File: src/rtl/cpu_trace_emitter.sv
// Serializes CPU write-back trace records into ASCII lines, one character per beat.
// Define TRACE_NEWLINE_EN to append a 8'h0A terminator after each '#'.
module cpu_trace_emitter #(
  parameter int unsigned TIME_MAX = 9999,
  parameter int unsigned IDLE_GAP = 0
) (
  input  logic        clk,
  input  logic        reset,
  input  logic        in_valid,
  output logic        in_ready,
  input  logic        in_kind,
  input  logic [13:0] in_time,
  input  logic [31:0] in_pc,
  input  logic [4:0]  in_reg,
  input  logic [31:0] in_addr,
  input  logic [31:0] in_data,
  output logic [7:0]  out_char,
  output logic        out_valid,
  input  logic        out_ready,
  output logic        busy,
  output logic        rec_done
);

  localparam logic [13:0] TimeMax = 14'(TIME_MAX);
  localparam int unsigned GapW = (IDLE_GAP > 1) ? $clog2(IDLE_GAP) : 1;
  localparam logic [GapW-1:0] GapLast = (IDLE_GAP > 0) ? GapW'(IDLE_GAP - 1) : '0;

  typedef enum logic [1:0] {StIdle, StConv, StEmit, StGap} state_e;
  typedef enum logic [3:0] {
    FHead, FTime, FAt, FPc, FColon, FSigil, FReg, FAddr, FArrow, FData, FHash, FNl
  } field_e;

  state_e          state_q, state_d;
  field_e          fld_q, fld_d, fld_nxt;
  logic [2:0]      pos_q, pos_d, pos_nxt;
  logic [3:0]      cnt_q, cnt_d;
  logic [GapW-1:0] gap_q, gap_d;
  logic [13:0]     bin_q, bin_d;
  logic [15:0]     bcd_q, bcd_d, adj;
  logic            kind_q;
  logic [13:0]     time_q, sat;
  logic [31:0]     pc_q, addr_q, data_q;
  logic [4:0]      reg_q;
  logic [1:0]      reg_tens, t_start;
  logic [3:0]      reg_ones;
  logic [7:0]      ch;
  logic            fld_last, rec_end, accept;

  function automatic logic [7:0] hex_char(input logic [3:0] n);
    return (n < 4'd10) ? (8'h30 + {4'h0, n}) : (8'h57 + {4'h0, n});
  endfunction

  function automatic logic [3:0] nibble(input logic [31:0] w, input logic [2:0] idx);
    return w[{3'd7 - idx, 2'b00} +: 4];
  endfunction

  assign sat = (time_q > TimeMax) ? TimeMax : time_q;

  // Double-dabble correction before each shift.
  always_comb begin
    adj = bcd_q;
    for (int i = 0; i < 4; i++) begin
      if (bcd_q[4*i +: 4] >= 4'd5) adj[4*i +: 4] = bcd_q[4*i +: 4] + 4'd3;
    end
  end

  always_comb begin
    reg_tens = 2'd0;
    reg_ones = reg_q[3:0];
    if (reg_q >= 5'd30) begin
      reg_tens = 2'd3;
      reg_ones = 4'(reg_q - 5'd30);
    end else if (reg_q >= 5'd20) begin
      reg_tens = 2'd2;
      reg_ones = 4'(reg_q - 5'd20);
    end else if (reg_q >= 5'd10) begin
      reg_tens = 2'd1;
      reg_ones = 4'(reg_q - 5'd10);
    end
  end

  // First non-zero time digit; the units digit is always printed.
  always_comb begin
    if (bcd_q[15:12] != 4'd0)     t_start = 2'd0;
    else if (bcd_q[11:8] != 4'd0) t_start = 2'd1;
    else if (bcd_q[7:4] != 4'd0)  t_start = 2'd2;
    else                          t_start = 2'd3;
  end

  always_comb begin
    ch       = 8'h00;
    fld_last = 1'b0;
    fld_nxt  = FHead;
    pos_nxt  = 3'd0;
    rec_end  = 1'b0;
    unique case (fld_q)
      FHead: begin
        ch = "^"; fld_last = 1'b1; fld_nxt = FTime; pos_nxt = {1'b0, t_start};
      end
      FTime: begin
        ch = {4'h3, bcd_q[{2'd3 - pos_q[1:0], 2'b00} +: 4]};
        fld_last = (pos_q == 3'd3); fld_nxt = FAt;
      end
      FAt: begin
        ch = "@"; fld_last = 1'b1; fld_nxt = FPc;
      end
      FPc: begin
        ch = hex_char(nibble(pc_q, pos_q)); fld_last = (pos_q == 3'd7); fld_nxt = FColon;
      end
      FColon: begin
        ch = (pos_q == 3'd0) ? ":" : " "; fld_last = (pos_q == 3'd1); fld_nxt = FSigil;
      end
      FSigil: begin
        ch       = kind_q ? "*" : "$";
        fld_last = 1'b1;
        fld_nxt  = kind_q ? FAddr : FReg;
        pos_nxt  = (kind_q || reg_tens != 2'd0) ? 3'd0 : 3'd1;
      end
      FReg: begin
        ch = (pos_q == 3'd0) ? {6'h0c, reg_tens} : {4'h3, reg_ones};
        fld_last = (pos_q == 3'd1); fld_nxt = FArrow;
      end
      FAddr: begin
        ch = hex_char(nibble(addr_q, pos_q)); fld_last = (pos_q == 3'd7); fld_nxt = FArrow;
      end
      FArrow: begin
        unique case (pos_q[1:0])
          2'd0:    ch = " ";
          2'd1:    ch = "<";
          2'd2:    ch = "=";
          default: ch = " ";
        endcase
        fld_last = (pos_q == 3'd3); fld_nxt = FData;
      end
      FData: begin
        ch = hex_char(nibble(data_q, pos_q)); fld_last = (pos_q == 3'd7); fld_nxt = FHash;
      end
      FHash: begin
        ch = "#"; fld_last = 1'b1;
`ifdef TRACE_NEWLINE_EN
        fld_nxt = FNl;
`else
        rec_end = 1'b1;
`endif
      end
      FNl: begin
        ch = 8'h0a; fld_last = 1'b1; rec_end = 1'b1;
      end
      default: ch = 8'h00;
    endcase
  end

  always_comb begin
    state_d   = state_q;
    fld_d     = fld_q;
    pos_d     = pos_q;
    cnt_d     = cnt_q;
    gap_d     = gap_q;
    bin_d     = bin_q;
    bcd_d     = bcd_q;
    in_ready  = 1'b0;
    out_valid = 1'b0;
    out_char  = 8'h00;
    busy      = 1'b1;
    rec_done  = 1'b0;
    accept    = 1'b0;
    unique case (state_q)
      StIdle: begin
        in_ready = 1'b1;
        busy     = 1'b0;
        if (in_valid) begin
          accept  = 1'b1;
          state_d = StConv;
          cnt_d   = 4'd0;
        end
      end
      StConv: begin
        // Step 0 loads the saturated time; steps 1..14 shift.
        if (cnt_q == 4'd0) begin
          bin_d = sat;
          bcd_d = '0;
          cnt_d = 4'd1;
        end else begin
          {bcd_d, bin_d} = {adj, bin_q} << 1;
          cnt_d = cnt_q + 4'd1;
          if (cnt_q == 4'd14) begin
            state_d = StEmit;
            fld_d   = FHead;
            pos_d   = 3'd0;
          end
        end
      end
      StEmit: begin
        out_valid = 1'b1;
        out_char  = ch;
        if (out_ready) begin
          if (fld_last) begin
            fld_d = fld_nxt;
            pos_d = pos_nxt;
          end else begin
            pos_d = pos_q + 3'd1;
          end
          if (rec_end) begin
            rec_done = 1'b1;
            gap_d    = '0;
            state_d  = (IDLE_GAP > 0) ? StGap : StIdle;
          end
        end
      end
      StGap: begin
        if (gap_q == GapLast) state_d = StIdle;
        else                  gap_d = gap_q + 1'b1;
      end
      default: state_d = StIdle;
    endcase
  end

  always_ff @(posedge clk) begin
    if (reset) begin
      state_q <= StIdle;
      fld_q   <= FHead;
      pos_q   <= 3'd0;
      cnt_q   <= 4'd0;
      gap_q   <= '0;
      bin_q   <= '0;
      bcd_q   <= '0;
    end else begin
      state_q <= state_d;
      fld_q   <= fld_d;
      pos_q   <= pos_d;
      cnt_q   <= cnt_d;
      gap_q   <= gap_d;
      bin_q   <= bin_d;
      bcd_q   <= bcd_d;
    end
  end

  always_ff @(posedge clk) begin
    if (reset) begin
      kind_q <= 1'b0;
      time_q <= '0;
      pc_q   <= '0;
      reg_q  <= '0;
      addr_q <= '0;
      data_q <= '0;
    end else if (accept) begin
      kind_q <= in_kind;
      time_q <= in_time;
      pc_q   <= in_pc;
      reg_q  <= in_reg;
      addr_q <= in_addr;
      data_q <= in_data;
    end
  end

endmodule

File: config.mk
export PLATFORM = sky130hd
export DESIGN_NAME = cpu_trace_emitter
export DESIGN_NICKNAME = d
export VERILOG_FILES = /design/src/rtl/cpu_trace_emitter.sv
export SDC_FILE = /design/constraint.sdc
export NUM_CORES = 1
export LEC_CHECK = 0
export CORE_ASPECT_RATIO = 1.75
export CORE_MARGIN = 5
export CORE_UTILIZATION = 54
export DETAILED_ROUTE_END_ITERATION = 10
export GPL_ROUTABILITY_DRIVEN = 1
export PLACE_DENSITY = 0.81
export SLEW_MARGIN = 20
export SYNTH_ARGS = -nofsm -noshare
export SYNTH_HDL_FRONTEND = slang
export SYNTH_SLANG_ARGS = --single-unit
export TNS_END_PERCENT = 100
File: constraint.sdc
create_clock -name clk -period 3.89 [get_ports clk]
set_input_delay 0.5835 -clock clk [delete_from_list [all_inputs] [get_ports clk]]
set_output_delay 0.5835 -clock clk [all_outputs]
set_load 0.02 [all_outputs]
Yosys cells after proc, flatten, opt, wreduce, memory -nomap -nowiden
Cells that the tools add are included.
{ "totals": {"ff_bits": 160, "latch_bits": 0, "mem_bits_rw": 0, "mem_bits_ro": 0, "inputBits": 120, "out_inout_bits": 12, "wordCells": 159, "memories": 0} }
{ "op_classes": {"add_sub_neg": 18, "mul": 0, "n_div": 0, "magnitude_cmp": 11, "n_eq_ne": 27, "shift": 4, "muxes": 63, "bitwise_logic": 0, "reduce_logical": 23} }
{ "ops": {"columns": ["operator", "count"], "rows": [
  ["$pmux 8 s12", 1],
  ["$shiftx 32x6->4", 3],
  ["$mux 4", 14],
  ["$pmux 4 s9", 1],
  ["$mux 8", 4],
  ["$mux 14", 2],
  ["$add 7x4->8 const A", 3],
  ["$add 6x4->7 const A", 3],
  ["$eq 4x4->1 const B", 5],
  ["$mux 2", 10],
  ["$eq 4x3->1 const B", 4],
  ["$ge 4x3->1 const B", 4],
  ["$mux 1", 16],
  ["$mux 16", 1],
  ["$pmux 4 s2", 2],
  ["$shiftx 16x5->4", 1],
  ["$mux 3", 5],
  ["$gt 14x14->1 const B", 1],
  ["$ne 2x2->1 const B", 7],
  ["$add 4x2->4 const B", 3],
  ["$lt 4x4->1 const B", 3],
  ["$reduce_bool 4->1", 3],
  ["$ge 5x5->1 const B", 2],
  ["$pmux 5 s2", 1],
  ["other kinds (35)", 47]
]} }

Longest topological paths before layout
Gate-level depths: netlist (run 1).
{ "depth": {"word_depth": 11, "mapped_depth": 11, "depth_no_buf": 8} }

Worst setup path before layout (run 1)
Ideal clock, no wire load.
{ "synth_path": {"path_kind": "flip-flop to output port", "startpoint": "register pos_q[0]", "endpoint": "output out_char[2]", "arrival_time_ps": 2610, "t_required_ps": 3306, "path_slack_ps": 696, "path_stages_with_launch": 11, "n_path_buf": 2, "path_cell_list": "dfxtp_1 -> buf_6 -> buf_6 -> mux4_2 -> mux2i_1 -> ha_1 -> inv_1 -> nor3_1 -> mux2i_1 -> a2bb2oi_1 -> a41oi_1"} }
{ "synth_between": {"elab_chain_cells": 6, "word_cells_on_any_way": 25, "cone_classes": "add/sub: 8; order compare: 3; eq/ne: 2; shift: 4; mux: 7; reduce/logical: 1"} }
{ "synth_lines": {"columns": ["element", "line", "source"], "rows": [
  ["from (decl)", "35", "logic [2:0] pos_q, pos_d, pos_nxt;"],
  ["from (signal assigned)", "230", "pos_q <= pos_d;"],
  ["$sub 3x3->3", "54", "return w[{3'd7 - idx, 2'b00} +: 4];"],
  ["$shiftx 32x6->4", "54", null],
  ["$add 7x4->8, or another cell as far along", "50", "return (n < 4'd10) ? (8'h30 + {4'h0, n}) : (8'h57 + {4'h0, n});"],
  ["$mux 8", "50", null],
  ["$pmux 8 s12 *", "96", "unique case (fld_q)"],
  ["$mux 8 *", "167", "unique case (state_q)"],
  ["to (decl)", "17", "output logic [7:0] out_char,"]
]} }
Mark *: on every way between the ends. The rest lies on a longest branch, timed or not.

Worst setup path in the final report (run 1)
Same ends and word-level chain as after synthesis.

==> summary.md, run 1 <==
| Metric | Value |
|---|---|
| Status | completed |
| Register area share after synthesis | 0.394 |
| GRT overflow | 0 |
| Pre-CTS setup slack | 0.0954 ns |
| Initial DRC count | 429 |
| Clock skew | 0.0122 ns |
| Post-Syn Area per Cell | 7.99 µm² |
| Final setup margin | 0.166 ns |
| DRC Markers | 0 |
| Synthesized area | 8080 µm² |
| Clock transition at path regs | 0.07 ns |
| Clock Latency Late Sink | 0.43 ns |
| Die Area | 17600 µm² |
| Area leader, netlist | dfxtp_1 |
| Die height | 172 µm |
| Final setup fails | 0 |
| Synth Register Bits | 159 |
| WP data required | 3.31 ns |
| Dominant cells by area after synthesis | dfxtp_1 39%, nand2_1 13%, a21oi_1 10%, mux4_2 4.7%, ha_1 3.7% |
| Final Critical Period | 3.72 ns |
| Fmax | 269 MHz |
| Largest net degree at the start of global routing | 96 |
| Area fraction of the dominant cell type after synthesis | 0.394 |
| Initial antenna violation count | 0 |
| Routed len/inst | 17.5 µm |
| Max Cap Violations | 0 |
| Synth warn | 0 |
| Post-route design area | 10100 µm² |
| Setup TNS Final | 0 ns |
| I/O pin total | 132 |
| Most frequent cells in the layout | 277 x nand2_1, 163 x a21oi_1, 157 x dfxtp_1 |
| Syn Inst Count | 1011 |
| Fin nets | 1256 |
| Placed Area | 9490 µm² |
| CTS tree | built |
| Distinct cell type count of the synthesized netlist | 69 |
| Hold Buf Count CTS | 0 |
| Crit Path Category | reg2out |
| Post-DRT Antenna Nets | 0 |
| Worst-Margin Slew | 1.01 ns |
| Total Power | 3.97 mW |
| Critical path fanouts, max | 5 |
| CP startpoint kind | flip-flop |
| RePlAce Congestion | 0.977 |
| P&R area growth vs syn | 25.1% |
| Num CTS Buffers | 17 |
| Crit path DAT | 3.14 ns |
| EDFF count, synth | 0 |
| Drt pass-1 iters | 7 |
| Synth Flop Type | dfxtp_1 |
| CP endpoint kind | output port |
| Cell row count | 59 |
| Area of the core | 14800 µm² |
| P per Cell Area | 392 nW/µm² |
| Htree depth | 4 |
| Starting density of the core | 0.547 |
| Hold Vio Cnt, Final | 0 |
| Die W | 102 µm |
| Hold crit path type | reg2reg |
| DR vias/cell | 5.84 |
| IO buf count | 130 |
| Slew Viols, Final | 0 |
| Final worst path period share | 0.957 |
| Syn nets | 1155 |
| Layout cells sized above 1 | 0.0836 |
| Routed vias | 7636 |
| Slew margin rel. | 0.328 |
| Peak VDD IR | 0.260 mV |
| Fillers | 1205 |
| Antenna Cells | 0 |
| Clk sinks | 159 |
| Leakage | 3.75 nW |
| Clock Path Buffers | 2 |
| First-pass GRT wire length | 36.4 mm |
| Ys async rst share | 0 |
| Post-Route WL | 22.9 mm |
| Hpwl dp | 16.5 mm |
| GRT Total Usage | 0.262 |
| Commonest non-fill, non-tap cell in the layout | nand2_1 |
| RSZ-0062 raised after global routing | no |
| Vias in the first global route | 7457 |
| Root Driver | clkbuf_16 |
-- power breakdown --
group	leakage (nW)	switching [mW]	total [mW]	internal [mW]
Clock	0.302	0.788	1.72	0.932
Combinational	2.14	0.249	0.473	0.225
Sequential	1.30	0.0587	1.77	1.71
Total	3.75	1.10	3.97	2.87
-- worst paths after layout --
| kind | start | endpoint | slack [ns] | depth (start not counted) |
|---|---|---|---|---|
| min | pc_q[29] | pc_q[29] | 0.45 | 2 |
| max reg2reg | pos_q[0] | fld_q[3] | 1.46 | 9 |
| min reg2reg | pc_q[29] | pc_q[29] | 0.45 | 2 |
| max | pos_q[0] | out_char[2] | 0.17 | 9 |
-- cells by family (layout without fill, tap and decap cells) --
| group | count (synthesis) | count (layout) | share of synthesized area |
|---|---|---|---|
| XOR/XNOR | 9 | 9 | 0.00975 |
| flip-flops | 159 | 159 | 0.394 |
| AND/OR/NAND/NOR | 415 | 415 | 0.220 |
| buffers and inverters | 95 | 209 | 0.0512 |
| other | 1 | 1 | 0.000464 |
| AO/OA/AOI/OAI | 258 | 258 | 0.186 |
| adder cells (fa/ha/maj) | 24 | 24 | 0.0372 |
| multiplexers | 50 | 50 | 0.102 |
-- repair_timing --
action / in CTS / in global routing
setup buffers: 0 / 0
setup endpoints to repair: 5 / 3
gates resized for setup: 6 / 6
-- state kept, by name (all words and copies together), names as in the netlist --
name / cells
kind_q: 1
addr_q: 32
fld_q: 4
time_q: 14
state_q: 2
pos_q: 3
data_q: 32
reg_q: 5
cnt_q: 4
pc_q: 32
bin_q: 14
bcd_q: 16
-- synthesized netlist by cell type (3+ instances only) --
library cell	number
nand2_1	278
a21oi_1	163
dfxtp_1	159
clkbuf_1	53
nor2_1	46
ha_1	24
o21ai_0	23
mux2i_1	22
inv_1	20
nand3_1	19
nor3_1	19
mux4_2	17
a22oi_1	14
nand2b_1	11
a31oi_1	10
buf_1	8
o221ai_1	7
a211oi_1	6
and2_1	6
buf_2	6
nor2b_1	6
xnor2_1	6
a221oi_1	5
a311oi_1	5
mux4_1	5
nand3b_1	5
o31ai_1	5
buf_6	4
and3_1	3
mux2i_2	3
nand4_1	3
or3_1	3
xor2_1	3
-- metal layers --
layer  vias up  routed length [µm]  GRT usage
li1       3718                   -          -
met1      3569                8220      0.281
met2       285               12800      0.488
met3        64                1020     0.0438
met4         0                 900      0.120
met5         -                   0          0
-- critical path, stage by stage (launching register included) --
cell	delay, ns
dfxtp_2	0.41
mux4_1	0.58
mux2i_2	0.19
ha_1	0.18
inv_1	0.04
nor3_1	0.23
mux2i_1	0.28
a2bb2oi_1	0.10
a41oi_1	0.33
dlygate4sd2_1	0.38
-- per-stage QoR --
| step | instances | util | hold slack, ns |
|---|---|---|---|
| after detailed placement | 1276 | 0.643 | 0.443 |
| final | 1308 | 0.685 | 0.454 |
| after global placement | 1276 | 0.643 | 0.439 |
| after floorplan | 1011 | - | 0.432 |
| after CTS | 1308 | 0.685 | 0.455 |
| after global routing | 1308 | 0.685 | 0.464 |
-- area by class of cell --
type	instances	area (µm²)	area share
Sequential cell	159	3190	0.315
Clock buffer	17	425	0.0421
Clock inverter	15	190	0.0188
Tap cell	183	229	0.0226
Inverter	22	82.6	0.00817
Multi-Input combinational cell	757	4500	0.445
Timing Repair Buffer	155	1500	0.148
Power figures use the tool's default switching activity.
==> run 2, diff against run 1 <==
CTS_CLUSTER_SIZE = 8   (was default)
clock period = 3.9 ns   (was 3.89 ns; I/O delays follow)
==> results of run 2 <==
Same layout as run 1 (identical final DEF). Status: completed.
Among the figures that moved: setup slack after placement 0.0954 ns -> 0.104 ns; setup slack after layout 0.166 ns -> 0.175 ns; register-to-register setup slack 1.46 ns -> 1.47 ns; total power 3.97 mW -> 3.96 mW
==> run 3, diff against run 2 <==
GPL_TIMING_DRIVEN = 0   (was default)
==> summary.md, run 3 (same netlist as run 1, synthesis figures left out) <==
| Metric | Value |
|---|---|
| Status | completed |
| First-pass GRT wire length | 40.1 mm |
| DRC Markers | 0 |
| Crit Path Category | reg2out |
| Antenna Cells | 0 |
| Peak VDD IR | 0.338 mV |
| Most frequent cells in the layout | 278 x nand2_1, 163 x a21oi_1, 157 x dfxtp_1 |
| CP startpoint kind | flip-flop |
| Final setup fails | 0 |
| Final Critical Period | 3.82 ns |
| Drt pass-1 iters | 7 |
| Critical path fanouts, max | 10 |
| WP data required | 3.31 ns |
| Die height | 172 µm |
| Area of the core | 14800 µm² |
| Fillers | 1240 |
| Root Driver | clkbuf_16 |
| Starting density of the core | 0.547 |
| CP endpoint kind | output port |
| Total net switching power | 1.10 mW |
| Int Pwr | 2.86 mW |
| Initial antenna violation count | 0 |
| Vias in the first global route | 8037 |
| RSZ-0062 raised after global routing | no |
| Gate power share | 0.128 |
| Post-DRT Antenna Nets | 0 |
| Clock skew | 0.0106 ns |
| P per Cell Area | 384 nW/µm² |
| Hpwl dp | 19.5 mm |
| Final setup margin | 0.0785 ns |
| Worst-Margin Slew | 1.02 ns |
| Die W | 102 µm |
| Flop pwr share | 0.446 |
| Final worst path period share | 0.980 |
| Commonest non-fill, non-tap cell in the layout | nand2_1 |
| Clock transition at path regs | 0.07 ns |
| GRT Total Usage | 0.297 |
| Clock Path Buffers | 2 |
| Clock Latency Late Sink | 0.44 ns |
| Switching share of power | 0.278 |
| Die Area | 17600 µm² |
| Util after Layout | 0.699 |
| DR vias/cell | 5.96 |
| Num CTS Buffers | 17 |
| CTS tree | built |
| Clk sinks | 159 |
| Regs by FF count | addr_q (32), data_q (32), pc_q (32) |
| Routed len/inst | 19.1 µm |
| Htree depth | 4 |
| Post-Route WL | 25.9 mm |
| Max Cap Violations | 0 |
| GRT overflow | 0 |
| Pre-CTS setup slack | -0.486 ns |
| Cell row count | 59 |
| Setup TNS Final | 0 ns |
| Slew margin rel. | 0.320 |
| Slew Viols, Final | 0 |
| I/O pin total | 132 |
| RePlAce Congestion | 1.02 |
| IO buf count | 129 |
| Hold Buf Count CTS | 0 |
| Leakage | 3.76 nW |
| Hold crit path type | reg2reg |
| Clock network power share | 0.426 |
| Crit path DAT | 3.24 ns |
| P&R area growth vs syn | 27.8% |
| Hold Vio Cnt, Final | 0 |
| Fin nets | 1308 |
| Initial DRC count | 399 |
| Reg2Reg Setup Slack | 1.18 ns |
| Largest net degree at the start of global routing | 17 |
| Layout cells sized above 1 | 0.0790 |
| Routed vias | 8109 |
| Fmax | 262 MHz |
| Total Power | 3.97 mW |
-- run 3: cell count changes in the layout (fill, tap and decap cells not counted), moves of 3 or more --
cell,change
clkinv_8,-3
inv_6,+3
buf_4,-18
buf_1,+8
buf_2,+5
clkbuf_1,+53
inv_8,-3
buf_12,+3
-- run 3: critical path, stage by stage, from the launching register on --
cell and delay, ns:
dfxtp_4 0.40, buf_12 0.16, buf_12 0.13, mux4_2 0.55
mux2i_4 0.20, ha_2 0.21, inv_1 0.05, nor3_2 0.18
mux2i_1 0.32, a2bb2oi_1 0.13, a41oi_2 0.28, buf_4 0.19
-- run 3: path summary, 6_finish.rpt --
kind,startpoint,to,cells after the start
worst min-delay path,addr_q[20],addr_q[20],2
worst max-delay path,pos_q[0],out_char[2],11
worst max register to register,state_q[0],pc_q[3],7
worst min register to register,addr_q[20],addr_q[20],2
-- run 3: layer usage --
metal | share of wire | vias to the layer above | GRT usage
met5 | 0 | - | 0
met4 | 0.063 | 0 | 0.197
met3 | 0.042 | 123 | 0.0345
met2 | 0.54 | 318 | 0.545
met1 | 0.35 | 3841 | 0.306
li1 | - | 3827 | -
-- run 3: timing repair --
action | 4_1_cts | 5_1_grt
buffers inserted | 0 | 5
endpoints found under the hold margin | 0 | 0
resized for setup | 27 | 9
setup endpoints to repair | 5 | 3
pin swaps | 2 | 3
-- run 3: per-stage QoR --
step | hold WS [ns] | cells | area, µm²
2_1_floorplan | 0.432 | 1011 | 8080
3_3_place_gp | 0.438 | 1323 | 9600
3_5_place_dp | 0.444 | 1323 | 9600
4_1_cts | 0.454 | 1355 | 10200
5_1_grt | 0.467 | 1360 | 10300
6_report | 0.452 | 1360 | 10300
-- run 3: area by class of cell --
class,count,area (µm²),area share
plain buffers,73,358,0.0347
multi-input cells,757,4550,0.441
clock inverters,14,146,0.0142
flip-flops and latches,159,3190,0.309
well taps,183,229,0.0222
clock buffers,18,439,0.0425
repair buffers,134,1330,0.129
inverters,22,82.6,0.00800
-- run 3: power by group through the flow --
| stage | Clock, mW | Combinational, mW | Sequential (mW) |
|---|---|---|---|
| floorplan | 0 | 0.275 | 1.78 |
| global placement | 0 | 0.488 | 1.80 |
| global route | 1.75 | 0.557 | 1.78 |
| CTS | 1.69 | 0.505 | 1.77 |
| detailed placement | 0 | 0.499 | 1.80 |
| finish | 1.69 | 0.508 | 1.77 |
